File: src/rtl/atom_reader.sv
// Lock-and-read controller for an atomic register: freezes the source, waits
// for settling, then returns a value only when two back-to-back samples agree.
module atom_reader #(
  parameter int unsigned WIDTH        = 8,
  parameter int unsigned SETTLE       = 2,
  parameter int unsigned MAX_ATTEMPTS = 3
) (
  input  logic             clk,
  input  logic             rst,
  input  logic             rd_req,
  input  logic [WIDTH-1:0] reg_data,
  output logic             lock_out,
  output logic             busy,
  output logic [WIDTH-1:0] rd_data,
  output logic             rd_valid,
  output logic             rd_err
);

  localparam int unsigned CNT_W = $clog2(SETTLE) + 1;
  localparam int unsigned ATT_W = $clog2(MAX_ATTEMPTS) + 1;
  localparam logic [CNT_W-1:0] CNT_LOAD = CNT_W'(SETTLE - 1);
  localparam logic [ATT_W-1:0] ATT_MAX  = ATT_W'(MAX_ATTEMPTS);

  // The capture step is folded into the last WAIT edge, so no CAPT encoding.
  typedef enum logic [1:0] {
    S_IDLE = 2'd0,
    S_WAIT = 2'd1,
    S_CMP  = 2'd2
  } state_e;

  state_e             state_q, state_d;
  logic [CNT_W-1:0]   cnt_q, cnt_d;
  logic [ATT_W-1:0]   att_q, att_d;
  logic [WIDTH-1:0]   sample_q, sample_d;
  logic [WIDTH-1:0]   rd_data_q, rd_data_d;
  logic               lock_q, lock_d;
  logic               busy_q, busy_d;
  logic               rd_valid_q, rd_valid_d;
  logic               rd_err_q, rd_err_d;
  logic               match_c;

  assign match_c = (reg_data == sample_q);

  // State and output registers; reset drops the lock and discards any read.
  always_ff @(posedge clk) begin
    if (!rst) begin
      state_q    <= S_IDLE;
      cnt_q      <= '0;
      att_q      <= '0;
      sample_q   <= '0;
      rd_data_q  <= '0;
      lock_q     <= 1'b0;
      busy_q     <= 1'b0;
      rd_valid_q <= 1'b0;
      rd_err_q   <= 1'b0;
    end else begin
      state_q    <= state_d;
      cnt_q      <= cnt_d;
      att_q      <= att_d;
      sample_q   <= sample_d;
      rd_data_q  <= rd_data_d;
      lock_q     <= lock_d;
      busy_q     <= busy_d;
      rd_valid_q <= rd_valid_d;
      rd_err_q   <= rd_err_d;
    end
  end

  // Next-state, settle/attempt counters and first-sample capture.
  always_comb begin
    state_d  = state_q;
    cnt_d    = cnt_q;
    att_d    = att_q;
    sample_d = sample_q;
    case (state_q)
      S_IDLE: begin
        if (rd_req) begin
          state_d = S_WAIT;
          cnt_d   = CNT_LOAD;
          att_d   = ATT_W'(1);
        end
      end
      S_WAIT: begin
        if (cnt_q != '0) begin
          cnt_d = cnt_q - CNT_W'(1);
        end else begin
          sample_d = reg_data;
          state_d  = S_CMP;
        end
      end
      S_CMP: begin
        if (match_c) begin
          state_d = S_IDLE;
        end else if (att_q < ATT_MAX) begin
          att_d   = att_q + ATT_W'(1);
          cnt_d   = CNT_LOAD;
          state_d = S_WAIT;
        end else begin
          state_d = S_IDLE;
        end
      end
      default: state_d = S_IDLE;
    endcase
  end

  // Outputs: lock/busy follow the upcoming state, pulses come from the compare edge.
  always_comb begin
    lock_d     = 1'b0;
    busy_d     = 1'b0;
    rd_valid_d = 1'b0;
    rd_err_d   = 1'b0;
    rd_data_d  = rd_data_q;
    if (state_d != S_IDLE) begin
      lock_d = 1'b1;
      busy_d = 1'b1;
    end
    if (state_q == S_CMP) begin
      if (match_c) begin
        rd_valid_d = 1'b1;
        rd_data_d  = sample_q;
      end else if (att_q >= ATT_MAX) begin
        rd_err_d = 1'b1;
      end
    end
  end

  assign lock_out = lock_q;
  assign busy     = busy_q;
  assign rd_data  = rd_data_q;
  assign rd_valid = rd_valid_q;
  assign rd_err   = rd_err_q;

endmodule

File: config.mk
export PLATFORM = sky130hd
export DESIGN_NAME = atom_reader
export DESIGN_NICKNAME = d
export VERILOG_FILES = /design/src/rtl/atom_reader.sv
export SDC_FILE = /design/constraint.sdc
export NUM_CORES = 1
export LEC_CHECK = 0
export CAP_MARGIN = 20
export CORE_MARGIN = 5
export CORE_UTILIZATION = 50
export DETAILED_ROUTE_END_ITERATION = 10
export PLACE_DENSITY = 0.89
export REMOVE_ABC_BUFFERS = 1
export SLEW_MARGIN = 20
export SYNTH_ARGS = -nofsm -noshare
export SYNTH_HDL_FRONTEND = slang
export SYNTH_SLANG_ARGS = --single-unit
File: constraint.sdc
create_clock -name clk -period 3.25 [get_ports clk]
set_input_delay 0.65 -clock clk [delete_from_list [all_inputs] [get_ports clk]]
set_output_delay 0.65 -clock clk [all_outputs]
set_load 0.01 [all_outputs]
* After elaboration in Yosys (flattened, before gate mapping)
Cells that the tools add are included.
** Word-level totals
- Register bits after elaboration :: 26
- Input port bits :: 11
- Output and inout port bits :: 12
- Word-level logic and storage cells :: 50
** Cells by class
- Add/sub/neg operators :: 2
- Order comparisons :: 2
- Eq/ne operators :: 7
- Mux-type cells :: 17
- Bitwise logic cells :: 3
- Reductions and logical operators :: 11
** Operators by type and width (count)
- $mux W2 :: 6
- $pmux W2 S3 :: 2
- $mux W3 :: 3
- $eq A8 B8 Y1 :: 1
- $ne A2 B2 Y1 const B :: 4
- $pmux W3 S2 :: 1
- $reduce_and A2 Y1 :: 3
- $reduce_bool A2 Y1 :: 3
- $mux W1 :: 5
- $reduce_and A5 Y1 :: 1
- $reduce_and A4 Y1 :: 1
- $add A3 B1 Y3 const B :: 1
- $ge A3 B2 Y1 const B :: 1
- $lt A3 B2 Y1 const B :: 1
- $not A1 Y1 :: 3
- $reduce_bool A3 Y1 :: 1
- $reduce_or A3 Y1 :: 1
- $eq A2 B1 Y1 const B :: 1
- $eq A2 B2 Y1 const B :: 1
- $logic_not A2 Y1 :: 1
- $sub A2 B1 Y2 const B :: 1

* Logic depth before layout (Yosys ltp)
- Depth after elaboration :: 6
- Gate-level depth with buffers :: 6
- Gate-level depth less buffers :: 6

* Worst setup path before layout
No wires, ideal clock.
- Path type :: input to register
- Start point :: input reg_data[7]
- End point :: register att_q[2]
- Setup time :: 0.070 ns
- Arrival time :: 1.536 ns
- Data required time :: 3.180 ns
- Setup slack :: 1.643 ns
- Stages on the path :: 5
- Path buffers :: 0
- Cells stage by stage :: xnor2_1 > nand4_2 > nor2_2 > or4b_1 > a21oi_1
** On the way
- Cells in the longest elaborated chain, start to end :: 3
** Ends and longest elaborated chain
- start: declaration :: line 11 : input logic [WIDTH-1:0] reg_data,
- $eq A8 B8 Y1 :: line 42 : assign match_c = (reg_data == sample_q);
- $ne A2 B2 Y1 (no line)
- $reduce_and A4 Y1 (no line)
- end signal: assignment :: line 59 : att_q <= att_d;
- end: declaration :: line 33 : logic [ATT_W-1:0] att_q, att_d;
No other way between the ends.
A chain may end at the register's enable or synchronous reset.

* Final worst setup path
- Start point :: input reg_data[4]
- End point :: register rd_data_q[6], in the netlist rd_data[6]
** On the way
- Cells in the longest elaborated chain, start to end :: 2
** Ends and longest elaborated chain
- $eq A8 B8 Y1 :: line 42
- $reduce_and A2 Y1 (no line)
- end signal: assignment :: line 61 : rd_data_q <= rd_data_d;
- end: declaration :: line 35 : logic [WIDTH-1:0] rd_data_q, rd_data_d;
No other way between the ends.

==> results <==
- The number of buffers inserted during clock tree synthesis is 3.
- The via count of the first global-routing pass is 950.
- The initial antenna violation count came to 0.
- The clock slew at the register clock pins of the worst setup and hold paths is approximately 150 ps.
- The flip-flop cell with the highest count after synthesis is sky130_fd_sc_hd__dfxtp_1.
- In this run the clock root is driven by a sky130_fd_sc_hd__clkbuf_4.
- The met3 routing resource usage after global routing is 0.03070.
- The signal on the critical path passes through clkdlybuf4s50_1 -> xnor2_1 -> nand4_2 -> nor2_2 -> and2_1 -> o21ai_0.
- Of the post-synthesis cell area, the dominant cell type holds 0.4421.
- The floorplan step set the die width to slightly below 60 um.
- Timing would allow up to between 400 and 500 MHz.
- In this run the remaining antenna-violating nets after routing total 0.
- The core area is ~2200 um2.
- The total wirelength of the detailed-routed design is between 2000 and 2500 um.
- Setup violations remaining at the end of the flow were counted as 0.
- The largest delay contributor family on the critical path is simple AND/OR/NAND/NOR gates.
- The number of buffers added for setup after CTS is 0.
- The initial utilization of the core area, before any placement, comes to 0.5272.
- The fraction of met2 tracks used by global routing is 0.2552.
- Along the worst path, the maximum fanout reaches 15.
- In the global route stage, met1 resource usage came out at 0.1803.
- The highest cell delay on the worst timing path is ~500 ps.
- The final layout contains between 150 and 200 nets.
- The placed wire-length estimate after detailed placement is about 1800 um.
- The clock passes through at most 2 buffers.
- The H-tree depth is 1.
- The count of buffers inserted at the top-level ports is 22.
- The minimum period implied by the final worst setup slack is ~2100 ps.
- The share of flip-flops with an asynchronous set or reset after synthesis is 0.
- The number of hold-slack violations in the final timing report is 0.
- The data arrival time of the critical path is roughly 2300 ps.
- Setup repair after global routing left no endpoint under its margin.
- In the final layout, the share of cells above drive strength 1 is 0.07792.
- In this run the worst hold path is classified as register to register.
- The leakage component of the power is around 0.5 nW.
- Among all stages on the critical path, the largest delay is contributed by sky130_fd_sc_hd__clkdlybuf4s50_1.
- The first detailed-routing pass took 4 iterations.
- The number of resized instances in the post-cts repair step is 0.
- 0 antenna diodes ended up in the layout.
- The global-route total usage across every layer is 0.1483.
- The number of max-slew violations in the final report is 0.
- Buffers inserted to repair hold after CTS numbered 0.
- Entering global routing, the biggest net connects 26 pins.
- After synthesis, the mean cell area works out to ~8.6 um2.
- Max-cap violations in this run came to 0.
- The first routing iteration left 26 violations.
- The final setup TNS is 0 ps.
- The peak supply drop is between 0.2 and 0.25 mV.
- The insertion delay of the later-clocked pin in the worst-skew pair is ~320 ps.
- The final route contains around 1000 vias.
- The Yosys step of the flow raised 0 warnings.
- The commonest cells after synthesis are sky130_fd_sc_hd__dfxtp_1, sky130_fd_sc_hd__nand2_1, sky130_fd_sc_hd__a21oi_1, sky130_fd_sc_hd__nand3_1, sky130_fd_sc_hd__nand4_1.
- The synthesized netlist contains 34 unique library cells.
- Clock tree synthesis found a total of 26 sinks.
- The flow ran to the end, and the final reports show no timing, DRC or antenna violations.
- The flip-flop and latch count after synthesis is 26.
- The overall power is about 0.62 mW.
- The worst setup path is captured at a register.
- Ranked by total cell area, the synthesized netlist is headed by sky130_fd_sc_hd__dfxtp_1, sky130_fd_sc_hd__nand2_1, sky130_fd_sc_hd__xnor2_1, sky130_fd_sc_hd__nand4_1, sky130_fd_sc_hd__a21oi_1.
- After detailed routing, the number of remaining DRC violations is 0.
- The kind of start point of the critical path is an input pin.
- The relative area change from synthesis to final layout is 21.57%.
- Of the synthesized area, sequential elements account for 0.4421.
- The total power density per cell area is around 430 nW/um2.
- For the worst setup path, the data required time is roughly 3500 ps.
- The first global-routing pass estimated around 4000 um of wire.
- Summed over all instances, the cell type with the most area after synthesis is sky130_fd_sc_hd__dfxtp_1.
- The layout has ~190 filler cells.
- The vertical die dimension is approximately 59 um.
- The top-level I/O count is 23.
- The number of enable-type register cells in the synthesized netlist is 0.
- After global routing the overflow that remains totals 0.
- In this run the tightest slew margin relative to its limit is 0.6871.
- The most common cell in the synthesized netlist is sky130_fd_sc_hd__dfxtp_1.
- Routability-driven placement finished with a final weighted congestion of between 0.8 and 0.9.
- The post-synthesis cell count is approximately 140.
- The routed wirelength normalized by instance count is roughly 13 um.
- Together, buffers and inverters on the worst path number 1.
- The die covers 3425 um2.
- The clock skew is approximately 8.6 ps.
- The synthesized netlist occupies a cell area of between 1000 and 1500 um2.
- The number of vias per cell after detailed routing is around 5.7.
- After global routing, the most crowded layer is met2.
- At the pin with the least slew margin, the transition time is around 470 ps.
- TritonCTS built the clock tree.
- The category of the most critical setup path is input pin to register.
- The placement row count is 17.
- Dividing the final minimum period by the clock period gives 0.6452.
placed cells by master, fill, tap and decap left out, types with 2 or more instances in the layout:
cell                              count
sky130_fd_sc_hd__dfxtp_1             26
sky130_fd_sc_hd__clkbuf_4             3
sky130_fd_sc_hd__nor2_1               2
sky130_fd_sc_hd__nand4_2              2
sky130_fd_sc_hd__clkdlybuf4s50_1     22
sky130_fd_sc_hd__o21ai_0              8
sky130_fd_sc_hd__xnor2_1              8
sky130_fd_sc_hd__nand2b_1             2
sky130_fd_sc_hd__ha_1                 3
sky130_fd_sc_hd__buf_4                2
sky130_fd_sc_hd__nand3_1             11
sky130_fd_sc_hd__inv_1                5
sky130_fd_sc_hd__nand2_1             20
sky130_fd_sc_hd__nand4_1              9
sky130_fd_sc_hd__a21oi_1             11
final cells by class:
type / instances / area (um2) / share of cell area
inverters: 5 / 18.77 / 0.01311
repair buffers: 24 / 235.2 / 0.1643
flip-flops and latches: 26 / 520.5 / 0.3636
multi-input cells: 95 / 585.6 / 0.4091
clock buffers: 4 / 36.28 / 0.02535
well taps: 28 / 35.03 / 0.02448
per-stage QoR:
| step | hold WS (ps) | util | setup WS [ps] | cell area (um2) | instances |
|---|---|---|---|---|---|
| finish | 467.2 | 0.6409 | 1153 | 1431 | 182 |
| CTS | 470.8 | 0.6409 | 1184 | 1431 | 182 |
| global placement | 448.0 | 0.6247 | 909.5 | 1395 | 178 |
| global route | 504.3 | 0.6409 | 979.3 | 1431 | 182 |
| detailed placement | 449.5 | 0.6247 | 827.3 | 1395 | 178 |
| floorplan | 444.6 | - | 1494 | 1125 | 126 |
kinds of logic after synthesis:
kind of cell,count (synthesis),share of synthesized area
xor+xnor,8,0.05951
flops,26,0.4421
fa+ha+maj,3,0.03188
compound gates,29,0.1530
buf+inv,16,0.06057
simple gates,55,0.2529
sequential cells by signal, indices dropped and copies added (netlist names):
| name | count |
|---|---|
| rd_data | 8 |
| busy | 1 |
| cnt_q | 2 |
| state_q | 2 |
| rd_err | 1 |
| att_q | 3 |
| sample_q | 8 |
| rd_valid | 1 |
worst paths after layout:
| check | startpoint | endpoint | cells past startpoint | slack, ps |
|---|---|---|---|---|
| max | reg_data[4] | rd_data[6]$_SDFFE_PN0P_ | 6 | 1150 |
| max reg2reg | sample_q[4]$_SDFFE_PN0P_ | rd_data[6]$_SDFFE_PN0P_ | 5 | 1530 |
| min reg2reg | rd_data[4]$_SDFFE_PN0P_ | rd_data[4]$_SDFFE_PN0P_ | 2 | 470 |
| min | rd_data[4]$_SDFFE_PN0P_ | rd_data[4]$_SDFFE_PN0P_ | 2 | 470 |
worst min-delay path: stages (launching register included):
cell	delay, ps
sky130_fd_sc_hd__dfxtp_1	340
sky130_fd_sc_hd__nand2_1	50
sky130_fd_sc_hd__o21ai_0	60
metal layers:
layer | share of wire | routed length, um
met3 | 0.063 | 153
met4 | 0.0058 | 14
met2 | 0.49 | 1186
met5 | 0 | 0
met1 | 0.44 | 1075
power breakdown:
part	switching [mW]	internal, mW
Sequential	0.0163	0.335
Clock	0.0966	0.0685
Combinational	0.0541	0.0491
Total	0.167	0.452
(Power assumes the default switching activity.)
